**src/rtl/max_pool_2x2_if.sv**
```systemverilog
// rtl/max_pool_2x2_if.sv - sample stream bundle for the 2x2 max-pool stage
interface max_pool_2x2_if #(
  parameter int N = 3
);
  logic [N-1:0] d_in;
  logic         en_in;
  logic [N-1:0] d_out;
  logic         en_out;
  logic         frame_end;

  modport master (
    output d_in, en_in,
    input  d_out, en_out, frame_end
  );

  modport slave (
    input  d_in, en_in,
    output d_out, en_out, frame_end
  );
endinterface

```
**src/rtl/max_pool_2x2.sv**
```systemverilog
// rtl/max_pool_2x2.sv - 2x2 stride-2 signed max pooling over a raster-ordered feature map
// Even rows park horizontal pair maxima in a line buffer; odd rows finish each window.
module max_pool_2x2 #(
  parameter int N     = 3,
  parameter int IMG_W = 8,
  parameter int IMG_H = 8
) (
  input  logic          clk,
  input  logic          rst,
  max_pool_2x2_if.slave bus
);
  localparam int CW = $clog2(IMG_W);
  localparam int RW = $clog2(IMG_H);
  localparam int LD = IMG_W / 2;
  localparam int IW = (LD > 1) ? $clog2(LD) : 1;

  logic [CW-1:0]         r_col;
  logic [RW-1:0]         r_row;
  logic signed [N-1:0]   r_pair;
  logic signed [N-1:0]   r_d_out;
  logic                  r_en_out;
  logic                  r_frame_end;
  logic signed [N-1:0]   r_lbuf [LD];

  logic signed [N-1:0]   w_d_in;
  logic signed [N-1:0]   w_hmax;
  logic signed [N-1:0]   w_vmax;
  logic [IW-1:0]         w_idx;
  logic                  w_col_last;
  logic                  w_row_last;

  function automatic logic signed [N-1:0] smax(input logic signed [N-1:0] a,
                                               input logic signed [N-1:0] b);
    return (a > b) ? a : b;
  endfunction

  assign w_d_in     = $signed(bus.d_in);
  assign w_idx      = IW'(r_col >> 1);
  assign w_hmax     = smax(r_pair, w_d_in);
  assign w_vmax     = smax(r_lbuf[w_idx], w_hmax);
  assign w_col_last = (r_col == CW'(IMG_W - 1));
  assign w_row_last = (r_row == RW'(IMG_H - 1));

  // Line buffer is never reset: every entry is written on an even row before it is read.
  always_ff @(posedge clk) begin
    if (!rst && bus.en_in && r_col[0] && !r_row[0]) begin
      r_lbuf[w_idx] <= w_hmax;
    end
  end

  always_ff @(posedge clk) begin
    if (rst) begin
      r_col       <= '0;
      r_row       <= '0;
      r_pair      <= '0;
      r_d_out     <= '0;
      r_en_out    <= 1'b0;
      r_frame_end <= 1'b0;
    end else begin
      r_en_out    <= 1'b0;
      r_frame_end <= 1'b0;
      if (bus.en_in) begin
        if (!r_col[0]) begin
          r_pair <= w_d_in;
        end else if (r_row[0]) begin
          r_d_out     <= w_vmax;
          r_en_out    <= 1'b1;
          r_frame_end <= w_col_last && w_row_last;
        end
        if (w_col_last) begin
          r_col <= '0;
          r_row <= w_row_last ? '0 : r_row + 1'b1;
        end else begin
          r_col <= r_col + 1'b1;
        end
      end
    end
  end

  assign bus.d_out     = r_d_out;
  assign bus.en_out    = r_en_out;
  assign bus.frame_end = r_frame_end;
endmodule

```
**src/flat_wrapper.sv**
```systemverilog
// flat-port wrapper written by rule: the top's interface ports become plain ports
module max_pool_2x2_flat 
#(
  parameter int N     = 3,
  parameter int IMG_W = 8,
  parameter int IMG_H = 8
)
  (clk, rst, bus_d_in, bus_en_in, bus_d_out, bus_en_out, bus_frame_end);
  max_pool_2x2_if #(.N(N)) bus_i ();
  input  logic clk;
  input  logic rst;
  input wire logic [$bits(bus_i.d_in)-1:0] bus_d_in;
  input wire logic [$bits(bus_i.en_in)-1:0] bus_en_in;
  output wire logic [$bits(bus_i.d_out)-1:0] bus_d_out;
  output wire logic [$bits(bus_i.en_out)-1:0] bus_en_out;
  output wire logic [$bits(bus_i.frame_end)-1:0] bus_frame_end;
  assign bus_i.d_in = bus_d_in;
  assign bus_i.en_in = bus_en_in;
  assign bus_d_out = bus_i.d_out;
  assign bus_en_out = bus_i.en_out;
  assign bus_frame_end = bus_i.frame_end;
  max_pool_2x2 #(.N(N), .IMG_W(IMG_W), .IMG_H(IMG_H)) u_core (.clk(clk), .rst(rst), .bus(bus_i));
endmodule
```
**config.mk**
```make
export PLATFORM = sky130hd
export DESIGN_NAME = max_pool_2x2_flat
export DESIGN_NICKNAME = d
export VERILOG_FILES = /design/src/rtl/max_pool_2x2_if.sv /design/src/rtl/max_pool_2x2.sv /design/src/flat_wrapper.sv
export SDC_FILE = /design/constraint.sdc
export NUM_CORES = 1
export LEC_CHECK = 0
export ABC_AREA = 0
export BUFFER_PORTS_ARGS = -buffer_cell sky130_fd_sc_hd__clkbuf_2
export CAP_MARGIN = 5
export CORE_UTILIZATION = 40
export CTS_CLUSTER_SIZE = 28
export DETAILED_ROUTE_END_ITERATION = 8
export PLACE_DENSITY_LB_ADDON = 0.1
export SETUP_SLACK_MARGIN = 0.15
export SLEW_MARGIN = 10
export SYNTH_ARGS = -nofsm -noshare
export SYNTH_HDL_FRONTEND = slang
export SYNTH_SLANG_ARGS = --single-unit
```
**constraint.sdc**
```tcl
create_clock -name clk -period 2.7 [get_ports clk]
set_clock_uncertainty 0.05 [all_clocks]
set_input_delay 0.27 -clock clk [delete_from_list [all_inputs] [get_ports clk]]
set_output_delay 0.27 -clock clk [all_outputs]
set_load 0.1 [all_outputs]
```
==> metrics.yaml, run 1 <==
outcome:
  status: "complete, no violations"
run:
  drv_cap: 0
worst_setup_path:
  rrSetupSlack_ns: 0.15
  critPathLaunchType: "register"
  critPathLaunch: "u_core.r_pair[1]$_SDFFE_PP0P_"
  end_kind: "register"
  arrival_ns: 2.73
  cp_max_fo: 3
  r2r-start: "u_core.r_pair[1]$_SDFFE_PP0P_"
  r2r_end: "u_core.bus.d_out[1]$_SDFFE_PP0P_"
  endpoint: "u_core.bus.d_out[1]$_SDFFE_PP0P_"
  reg2reg_depth: 11
  worst-setup-path-type: "register to register"
  worstPathRequired_ns: 2.88
place:
  gp_routability_congestion: 0.741
  io_buffer_count: 10
  place_ws_ns: -0.0591
  hpwlAfterDp_um: 1780
  dp.cells: 171
synthesis:
  syn_area_per_cell_um2: 11.3
  async_flop_share_pct: 0
  ys_ff_latch: 28
  synthCells: 117
  synth-edff-count: 12
  synth_seq_area_share_pct: 51.7
  netlist.area_leader.share_pct: 27.4
  yosys.area.top_type: "edfxtp_1"
  ys_types: 29
  syn_nets: 133
  yosysMostFrequentCell: "dfxtp_1"
  synth_ff_type: "dfxtp_1"
  synth_common_cells: "dfxtp_1, a21oi_1, edfxtp_1"
  synthTopCellsByArea: "edfxtp_1, dfxtp_1, ha_1, mux4_2, a21oi_1"
  ys_warn_count: 0
  synth_area_um2: 1320
detailed_routing:
  drt_iter0_markers: 24
  post_drt_wl_per_cell_um: 13.7
  drt_wl_total_um: 2470
  vias_per_cell: 5.09
  drc: 0
  route.vias.total: 917
  final_antenna_net_count: 0
  firstDrtPassIters: 4
grt:
  track_usage_pct: 15.2
  grt_pass1_wl_um: 3920
  first_global_vias: 859
  antenna_found_initial: 0
  overflow: 0
  grt_max_degree: 17
timing:
  report.final.slew_viol_count: 0
  slew-limit-headroom_pct: 58.6
  finalSetupViolations: 0
  setup_ws_ns: 0.147
  worstMarginPinSlew_ns: 0.620
  final-hold-violation-count: 0
  rsz0062_at_grt: "yes"
  timing.fmax_ghz: 0.392
  tns_ns: 0
  fin_crit_ns: 2.55
  fin_crit_sh_pct: 94.6
cts:
  hold_buffers: 0
  cts_tree: "done"
  cts-root-buf: "clkbuf_4"
  cts.sinks: 28
  clock_latency_ns: 0.32
  h-tree-depth: 1
  ctsLongestPathBuffers: 2
  clkSlewWorstSetupHoldPaths_ns: 0.15
  cts_buffers: 3
die:
  die_w_um: 59.4
  fp.dieH_um: 59.4
  rows: 20
  die_area_um2: 3530
  initial_core_util_pct: 42.8
  core-area_um2: 3080
  ioPinCount: 11
cells_and_area:
  fin_util_pct: 52.7
  drive_gt1_share_pct: 33.8
  antenna_cells: 0
  fin_cells: 180
  fin_nets: 153
  area_delta_synth_final_pct: 23.1
power_and_ir_drop:
  power.density_nw_per_um2: 561
  peakVddDrop_mv: 0.203
  p_leak_nw: 0.658
worst_hold_path:
  hp-class: "input pin to register"
report_power, final:
group	internal, mW	switching [mW]
sequential	0.454	0.00690
clock	0.150	0.120
combinational	0.0904	0.0895
total	0.694	0.216
layout by cell type (no fill, tap or decap), types with 3 or more instances in the layout:
cell      Yosys  final
clkbuf_2      0     10
ha_1         10      7
inv_1         7      7
and3_1        5      3
clkbuf_4      0      3
dfxtp_1      16     15
buf_4         0      7
ha_4          0      3
edfxtp_1     12     12
nand2_1       7      6
mux4_2        3      3
nand3_1       3      3
o21ai_2       0      3
a21oi_1      13     11
nor2_1       11     10
nand2b_1      3      3
sequential cells by signal, summed over array words and instances (netlist names), named ones only:
register	count
u_core.r_lbuf	12
u_core.bus.d_out	3
u_core.r_col	3
u_core.r_pair	3
u_core.r_row	3
u_core.bus.en_out	1
u_core.bus.frame_end	1
cells by family (layout without fill, tap and decap cells):
group	count (synthesis)	after routing	synth area share, %
flip-flops	28	28	51.7
AO/OA/AOI/OAI	24	24	12.1
adder cells (fa/ha/maj)	10	10	9.50
multiplexers	6	6	7.79
AND/OR/NAND/NOR	40	40	16.3
buffers and inverters	9	28	2.66
through the flow:
stage	hold slack, ns	cell area [µm²]	power [mW]
after floorplan	0.309	1320	0.557
after global placement	0.396	1430	0.585
after detailed placement	0.417	1430	0.588
after CTS	0.142	1490	0.862
after global routing	0.172	1620	0.950
final	0.155	1620	0.910
repair_timing:
| action | 4_1_cts | 5_1_grt |
|---|---|---|
| gates resized for setup | 3 | 17 |
| setup buffers | 0 | 5 |
| setup endpoints to repair | 3 | 3 |
| pin swaps | 2 | 9 |
cell type report:
| type | instances | area (µm²) |
|---|---|---|
| fillers | 290 | 1460 |
| multi-input cells | 80 | 703 |
| flip-flops and latches | 28 | 682 |
| repair buffers | 17 | 103 |
| well taps | 44 | 55.1 |
| clock inverters | 1 | 30.0 |
| inverters | 7 | 26.3 |
| clock buffers | 3 | 22.5 |
per-layer routing:
layer	wire length (µm)	part of all wire (%)	up-vias	global-route usage [%]
met5	0	0	-	0
met4	39	1.6	0	7.48
met3	48	1.9	4	1.97
met2	1220	49	11	23.8
met1	1170	47	441	20.7
li1	-	-	461	-
worst max-delay path, cell delays in order, from the launching register on:
cell and delay, ns:
dfxtp_2 0.38, ha_4 0.20, nor2b_4 0.13, o311ai_4 0.31, a21oi_2 0.12, nor2_2 0.19, ha_4 0.23, nor2b_4 0.13
o311ai_4 0.30, o21ai_2 0.13, a21oi_1 0.21, a21oi_2 0.07
worst min path at each step:
stage                                       from                             to  cells past startpoint
floorplan                                    rst   u_core.bus.en_out$_SDFF_PP0_                      1
global placement    u_core.r_row[1]$_SDFFE_PP0P_   u_core.r_row[1]$_SDFFE_PP0P_                      2
detailed placement  u_core.r_row[1]$_SDFFE_PP0P_   u_core.r_row[1]$_SDFFE_PP0P_                      2
CTS                                  bus_d_in[0]  u_core.r_pair[0]$_SDFFE_PP0P_                      3
global route                         bus_d_in[0]  u_core.r_pair[0]$_SDFFE_PP0P_                      3
finish                               bus_d_in[0]  u_core.r_pair[0]$_SDFFE_PP0P_                      3
Power figures use the tool's default switching activity.
==> run 2: changes to the inputs <==
--- a/config.mk
+++ b/config.mk
@@ -8,6 +8,8 @@
 export ABC_AREA = 0
 export BUFFER_PORTS_ARGS = -buffer_cell sky130_fd_sc_hd__clkbuf_2
 export CAP_MARGIN = 5
+export CELL_PAD_IN_SITES_DETAIL_PLACEMENT = 1
+export CELL_PAD_IN_SITES_GLOBAL_PLACEMENT = 1
 export CORE_UTILIZATION = 40
 export CTS_CLUSTER_SIZE = 28
 export DETAILED_ROUTE_END_ITERATION = 8
==> run 2 against run 1 <==
Sequential power about the same; core utilization up 1.1 points; via count up 2.5%; total power up 1.0%; largest cell class unchanged; first-iteration DRC count up 13%; die area unchanged; sequential share of layout area down 0.71 points.
==> metrics.yaml, run 2 (synthesis results as in run 1) <==
outcome:
  status: "complete, no violations"  # unchanged
timing:
  holdWs_ns: 0.179  # was 0.155 ns
  rsz0062_at_grt: "no"  # was yes
  fin_crit_ns: 2.44  # was 2.55 ns
  setup_ws_ns: 0.263  # was 0.147 ns
  report.final.slew_viol_count: 0  # unchanged
  fin_crit_sh_pct: 90.3  # was 94.6%
  slew-limit-headroom_pct: 64.2  # was 58.6%
  final-hold-violation-count: 0  # unchanged
  timing.fmax_ghz: 0.410  # was 0.392 GHz
  worstMarginPinSlew_ns: 0.536  # was 0.620 ns
  finalSetupViolations: 0  # unchanged
cells_and_area:
  top_register: "u_core.r_lbuf"  # unchanged
  fin_nets: 157  # was 153
  fillCellCount: 345  # was 290
  final_common_cell: "dfxtp_1"  # unchanged
  mostFrequentLayoutCells: "dfxtp_1, a21oi_1, edfxtp_1"  # was dfxtp_1, edfxtp_1, a21oi_1
  finalInstanceArea_um2: 1660  # was 1620 µm²
  drive_gt1_share_pct: 35.7  # was 33.8%
  multiInputGateArea_um2: 704  # was 703 µm²
  fin_util_pct: 53.8  # was 52.7%
  antenna_cells: 0  # unchanged
  seq_area_um2: 684  # was 682 µm²
  fin_cells: 184  # was 180
  area_delta_synth_final_pct: 25.6  # was 23.1%
  largest_reg_flops: 12  # unchanged
worst_hold_path:
  worstHoldStart: "bus_d_in[2]"  # was bus_d_in[0]
  holdPathStages: 3  # unchanged
  hp-class: "input pin to register"  # unchanged
  whs_endpoint: "u_core.r_pair[2]$_SDFFE_PP0P_"  # was u_core.r_pair[0]$_SDFFE_PP0P_
die:
  die_w_um: 59.4  # unchanged
  ioPinCount: 11  # unchanged
  initial_core_util_pct: 42.8  # unchanged
  die_area_um2: 3530  # unchanged
  core-area_um2: 3080  # unchanged
  fp.dieH_um: 59.4  # unchanged
  rows: 20  # unchanged
grt:
  antenna_found_initial: 0  # unchanged
  track_usage_pct: 17.3  # was 15.2%
  grt_max_degree: 17  # unchanged
  first_global_vias: 982  # was 859
  overflow: 0  # unchanged
  grt_pass1_wl_um: 4330  # was 3920 µm
worst_setup_path:
  cp_max_fo: 3  # unchanged
  reg2reg_depth: 12  # was 11
  rrSetupSlack_ns: 0.26  # was 0.15 ns
  end_kind: "register"  # unchanged
  r2r-start: "u_core.r_pair[1]$_SDFFE_PP0P_"  # unchanged
  worst-setup-path-type: "register to register"  # unchanged
  r2r_end: "u_core.bus.d_out[1]$_SDFFE_PP0P_"  # unchanged
  critPathLaunchType: "register"  # unchanged
  critPathLaunch: "u_core.r_pair[1]$_SDFFE_PP0P_"  # unchanged
  arrival_ns: 2.66  # was 2.73 ns
  worstPathRequired_ns: 2.92  # was 2.88 ns
power_and_ir_drop:
  peakVddDrop_mv: 0.225  # was 0.203 mV
  power.density_nw_per_um2: 556  # was 561 nW/µm²
  p_leak_nw: 0.681  # was 0.658 nW
cts:
  cts.sinks: 28  # unchanged
  cts_tree: "done"  # unchanged
  clkSlewWorstSetupHoldPaths_ns: 0.15  # about the same
  cts_buffers: 3  # unchanged
  clock_latency_ns: 0.33  # was 0.32 ns
  h-tree-depth: 1  # unchanged
  ctsLongestPathBuffers: 2  # unchanged
  cts-root-buf: "clkbuf_4"  # unchanged
place:
  dp.cells: 175  # was 171
  hpwlAfterDp_um: 2030  # was 1780 µm
  gp_routability_congestion: 0.760  # was 0.741
  place_ws_ns: -0.119  # was -0.0591 ns
  io_buffer_count: 10  # unchanged
  post_dp_cell_area_um2: 1460  # was 1430 µm²
detailed_routing:
  post_drt_wl_per_cell_um: 14.7  # was 13.7 µm
  drt_iter0_markers: 27  # was 24
  final_antenna_net_count: 0  # unchanged
  vias_per_cell: 5.11  # was 5.09
  route.vias.total: 940  # was 917
  firstDrtPassIters: 4  # unchanged
  drc: 0  # unchanged
  drt_wl_total_um: 2700  # was 2470 µm
run:
  drv_cap: 0  # unchanged
[run 2: changes by cell type in the layout (fill, tap and decap cells not counted), moves of 2 or more]
cell,previous run,this run
a21oi_2,2,0
buf_4,7,11
dfxtp_1,15,13
dfxtp_2,1,3
o21ai_1,1,3
o21ai_2,3,1
[run 2: area by class of cell]
cell class,count,area share [%]
inverter,7,1.59
timing repair buffer,21,8.01
multi-input combinational,80,42.6
clock inverter,1,1.81
clock buffer,3,1.36
sequential,28,41.3
tap,44,3.33
[run 2: timing repair]
item                                    in CTS  in global routing
gates resized for setup                     13                  9
endpoints found under the setup margin       3                  3
buffers inserted                             2                  3
hold buffers                                 0                  0
pin swaps                                    8                  7
gates cloned                                 0                  0
[run 2: worst max-delay path by stage]
stage	endpoint	slack, ns
after global routing	u_core.bus.d_out[2]$_SDFFE_PP0P_	0.15
final	u_core.bus.d_out[1]$_SDFFE_PP0P_	0.26
after global placement	u_core.bus.d_out[1]$_SDFFE_PP0P_	0.01
after detailed placement	u_core.bus.d_out[1]$_SDFFE_PP0P_	-0.12
after floorplan	u_core.bus.d_out[1]$_SDFFE_PP0P_	0.24
after CTS	u_core.bus.d_out[1]$_SDFFE_PP0P_	0.12
[run 2: report_power, final]
group          total [mW]  switching (mW)  internal, mW
registers           0.462         0.00779         0.454
logic               0.184          0.0889        0.0947
clock network       0.274           0.124         0.150
total               0.920           0.221         0.699
[run 2: worst max-delay path: stages (launching register included)]
cell	delay, ns
dfxtp_2	0.39
ha_4	0.20
nor2b_4	0.13
o311ai_4	0.24
buf_4	0.17
a21oi_4	0.06
nor2_4	0.14
ha_4	0.22
nor2b_4	0.13
o311ai_4	0.24
o21a_2	0.21
o21ai_1	0.06
a21oi_1	0.14
[run 2: routing by layer]
metal | vias to the layer above | part of all wire [%] | track usage, %
li1 | 468 | - | -
met1 | 460 | 47 | 21.3
met2 | 10 | 50 | 30.7
met3 | 2 | 2.2 | 1.97
met4 | 0 | 0.67 | 7.14
met5 | - | 0 | 0
[run 2: per-stage QoR]
| stage | setup TNS (ns) | power, mW |
|---|---|---|
| floorplan | 0 | 0.557 |
| global placement | 0 | 0.592 |
| detailed placement | -0.200 | 0.598 |
| CTS | 0 | 0.895 |
| global route | 0 | 0.959 |
| finish | 0 | 0.920 |
==> run 3: changes to the inputs <==
--- a/config.mk
+++ b/config.mk
@@ -10,7 +10,7 @@
 export CAP_MARGIN = 5
 export CELL_PAD_IN_SITES_DETAIL_PLACEMENT = 1
 export CELL_PAD_IN_SITES_GLOBAL_PLACEMENT = 1
-export CORE_UTILIZATION = 40
+export CORE_UTILIZATION = 25
 export CTS_CLUSTER_SIZE = 28
 export DETAILED_ROUTE_END_ITERATION = 8
 export PLACE_DENSITY_LB_ADDON = 0.1
==> constraint.sdc (replaced) <==
create_clock -name clk -period 2.7 [get_ports clk]
set_clock_uncertainty 0.05 [all_clocks]
set_input_delay 0.27 -clock clk [delete_from_list [all_inputs] [get_ports clk]]
set_output_delay 0.27 -clock clk [all_outputs]
set_load 0.005 [all_outputs]
==> run 3 against run 2 <==
Setup slack got worse by 0.037 ns; register-to-register slack got worse by 0.04 ns; fmax decreased by 1.5%; cell count increased by 12%; clock power increased by 23%; total power increased by 6.0%.
==> metrics.yaml, run 3 (synthesis results as in run 1) <==
place:
  dp.cells: 199  # was 175
  post_dp_cell_area_um2: 1480  # was 1460 µm²
  io_buffer_count: 10  # unchanged
  place_ws_ns: -0.113  # was -0.119 ns
  hpwlAfterDp_um: 2250  # was 2030 µm
  gp_routability_congestion: 0.717  # was 0.760
cts:
  ctsLongestPathBuffers: 2  # unchanged
  cts-root-buf: "clkbuf_8"  # was clkbuf_4
  cts.sinks: 28  # unchanged
  cts_buffers: 3  # unchanged
  clock_latency_ns: 0.28  # was 0.33 ns
  h-tree-depth: 1  # unchanged
  hold_buffers: 0  # unchanged
  cts_tree: "done"  # unchanged
  clkSlewWorstSetupHoldPaths_ns: 0.10  # was 0.15 ns
worst_setup_path:
  end_kind: "register"  # unchanged
  cp_max_fo: 3  # unchanged
  reg2reg_depth: 12  # unchanged
  critPathLaunchType: "register"  # unchanged
  worstPathRequired_ns: 2.86  # was 2.92 ns
  arrival_ns: 2.63  # was 2.66 ns
  worst-setup-path-type: "register to register"  # unchanged
power_and_ir_drop:
  peakVddDrop_mv: 0.185  # was 0.225 mV
  p_leak_nw: 0.666  # was 0.681 nW
  power.density_nw_per_um2: 581  # was 556 nW/µm²
  p_total_mw: 0.975  # was 0.920 mW
cells_and_area:
  area_delta_synth_final_pct: 27.4  # was 25.6%
  fin_cells: 206  # was 184
  seq_area_um2: 682  # was 684 µm²
  drive_gt1_share_pct: 33.1  # was 35.7%
  fillCellCount: 581  # was 345
  fin_nets: 153  # was 157
  final_common_cell: "dfxtp_1"  # unchanged
  largest_reg_flops: 12  # unchanged
  multiInputGateArea_um2: 708  # was 704 µm²
  finalInstanceArea_um2: 1680  # was 1660 µm²
  top_register: "u_core.r_lbuf"  # unchanged
  antenna_cells: 0  # unchanged
  fin_util_pct: 33.1  # was 53.8%
  mostFrequentLayoutCells: "dfxtp_1, edfxtp_1, a21oi_1"  # was dfxtp_1, a21oi_1, edfxtp_1
detailed_routing:
  firstDrtPassIters: 2  # was 4
  drt_wl_total_um: 3020  # was 2700 µm
  post_drt_wl_per_cell_um: 14.6  # was 14.7 µm
  drt_iter0_markers: 34  # was 27
  vias_per_cell: 4.50  # was 5.11
  drc: 0  # unchanged
  route.vias.total: 928  # was 940
  final_antenna_net_count: 0  # unchanged
timing:
  holdWs_ns: 0.239  # was 0.179 ns
  final-hold-violation-count: 0  # unchanged
  setup_ws_ns: 0.227  # was 0.263 ns
  report.final.slew_viol_count: 0  # unchanged
  fin_crit_sh_pct: 91.6  # was 90.3%
  worstMarginPinSlew_ns: 0.604  # was 0.536 ns
  finalSetupViolations: 0  # unchanged
  rsz0062_at_grt: "yes"  # was no
  tns_ns: 0  # unchanged
  timing.fmax_ghz: 0.404  # was 0.410 GHz
  fin_crit_ns: 2.47  # was 2.44 ns
  slew-limit-headroom_pct: 59.6  # was 64.2%
grt:
  track_usage_pct: 12.4  # was 17.3%
  grt_pass1_wl_um: 5040  # was 4330 µm
  first_global_vias: 997  # was 982
  antenna_found_initial: 0  # unchanged
  grt_max_degree: 17  # unchanged
  overflow: 0  # unchanged
run:
  drv_cap: 0  # unchanged
die:
  die_w_um: 74.6  # was 59.4 µm
  fp.dieH_um: 74.6  # was 59.4 µm
  ioPinCount: 11  # unchanged
  initial_core_util_pct: 26.0  # was 42.8%
  core-area_um2: 5070  # was 3080 µm²
  rows: 26  # was 20
  die_area_um2: 5560  # was 3530 µm²
worst_hold_path:
  holdPathStages: 3  # unchanged
  hp-class: "input pin to register"  # unchanged
outcome:
  status: "complete, no violations"  # unchanged
-- run 3: repair_timing --
action	in CTS	in global routing
buffers inserted	1	2
pin swaps	6	7
cloned	0	0
resized for setup	11	10
hold endpoints to repair	0	0
setup endpoints to repair	3	3
-- run 3: layer usage --
layer,vias to the layer above,track usage [%],part of all wire (%)
met5,-,0,0
met4,0,3.77,0.83
met3,2,2.17,2.1
met2,5,22.1,51
met1,460,15.2,47
li1,461,-,-
-- run 3: area by class of cell --
cell class / count / area share, %
multi-input combinational: 80 / 42.2
sequential: 28 / 40.6
timing repair buffer: 17 / 6.11
tap: 70 / 5.22
clock buffer: 3 / 2.46
clock inverter: 1 / 1.79
inverter: 7 / 1.57
-- run 3: critical path, cell delays in order (launching register included) --
cell and delay [ns]:
dfxtp_2 0.36, ha_4 0.20, nor2b_4 0.13, o311ai_4 0.33
buf_4 0.18, a21oi_2 0.05, or2_4 0.27, ha_4 0.27
nand2_2 0.06, o311ai_4 0.09, o21a_2 0.21, o21ai_1 0.08
a21oi_1 0.12
-- run 3: where the power goes --
group	leakage, nW	internal [mW]	switching [mW]
sequential	0.240	0.453	0.00705
clock	0.0357	0.199	0.138
combinational	0.390	0.0891	0.0889
-- run 3: worst paths after layout --
path | endpoint | slack [ns] | startpoint
worst max-delay path | u_core.bus.d_out[1]$_SDFFE_PP0P_ | 0.23 | u_core.r_pair[1]$_SDFFE_PP0P_
worst min-delay path | u_core.r_pair[2]$_SDFFE_PP0P_ | 0.24 | bus_d_in[2]
worst max register to register | u_core.bus.d_out[1]$_SDFFE_PP0P_ | 0.23 | u_core.r_pair[1]$_SDFFE_PP0P_
worst min register to register | u_core.r_row[2]$_SDFFE_PP0P_ | 0.43 | u_core.r_row[2]$_SDFFE_PP0P_
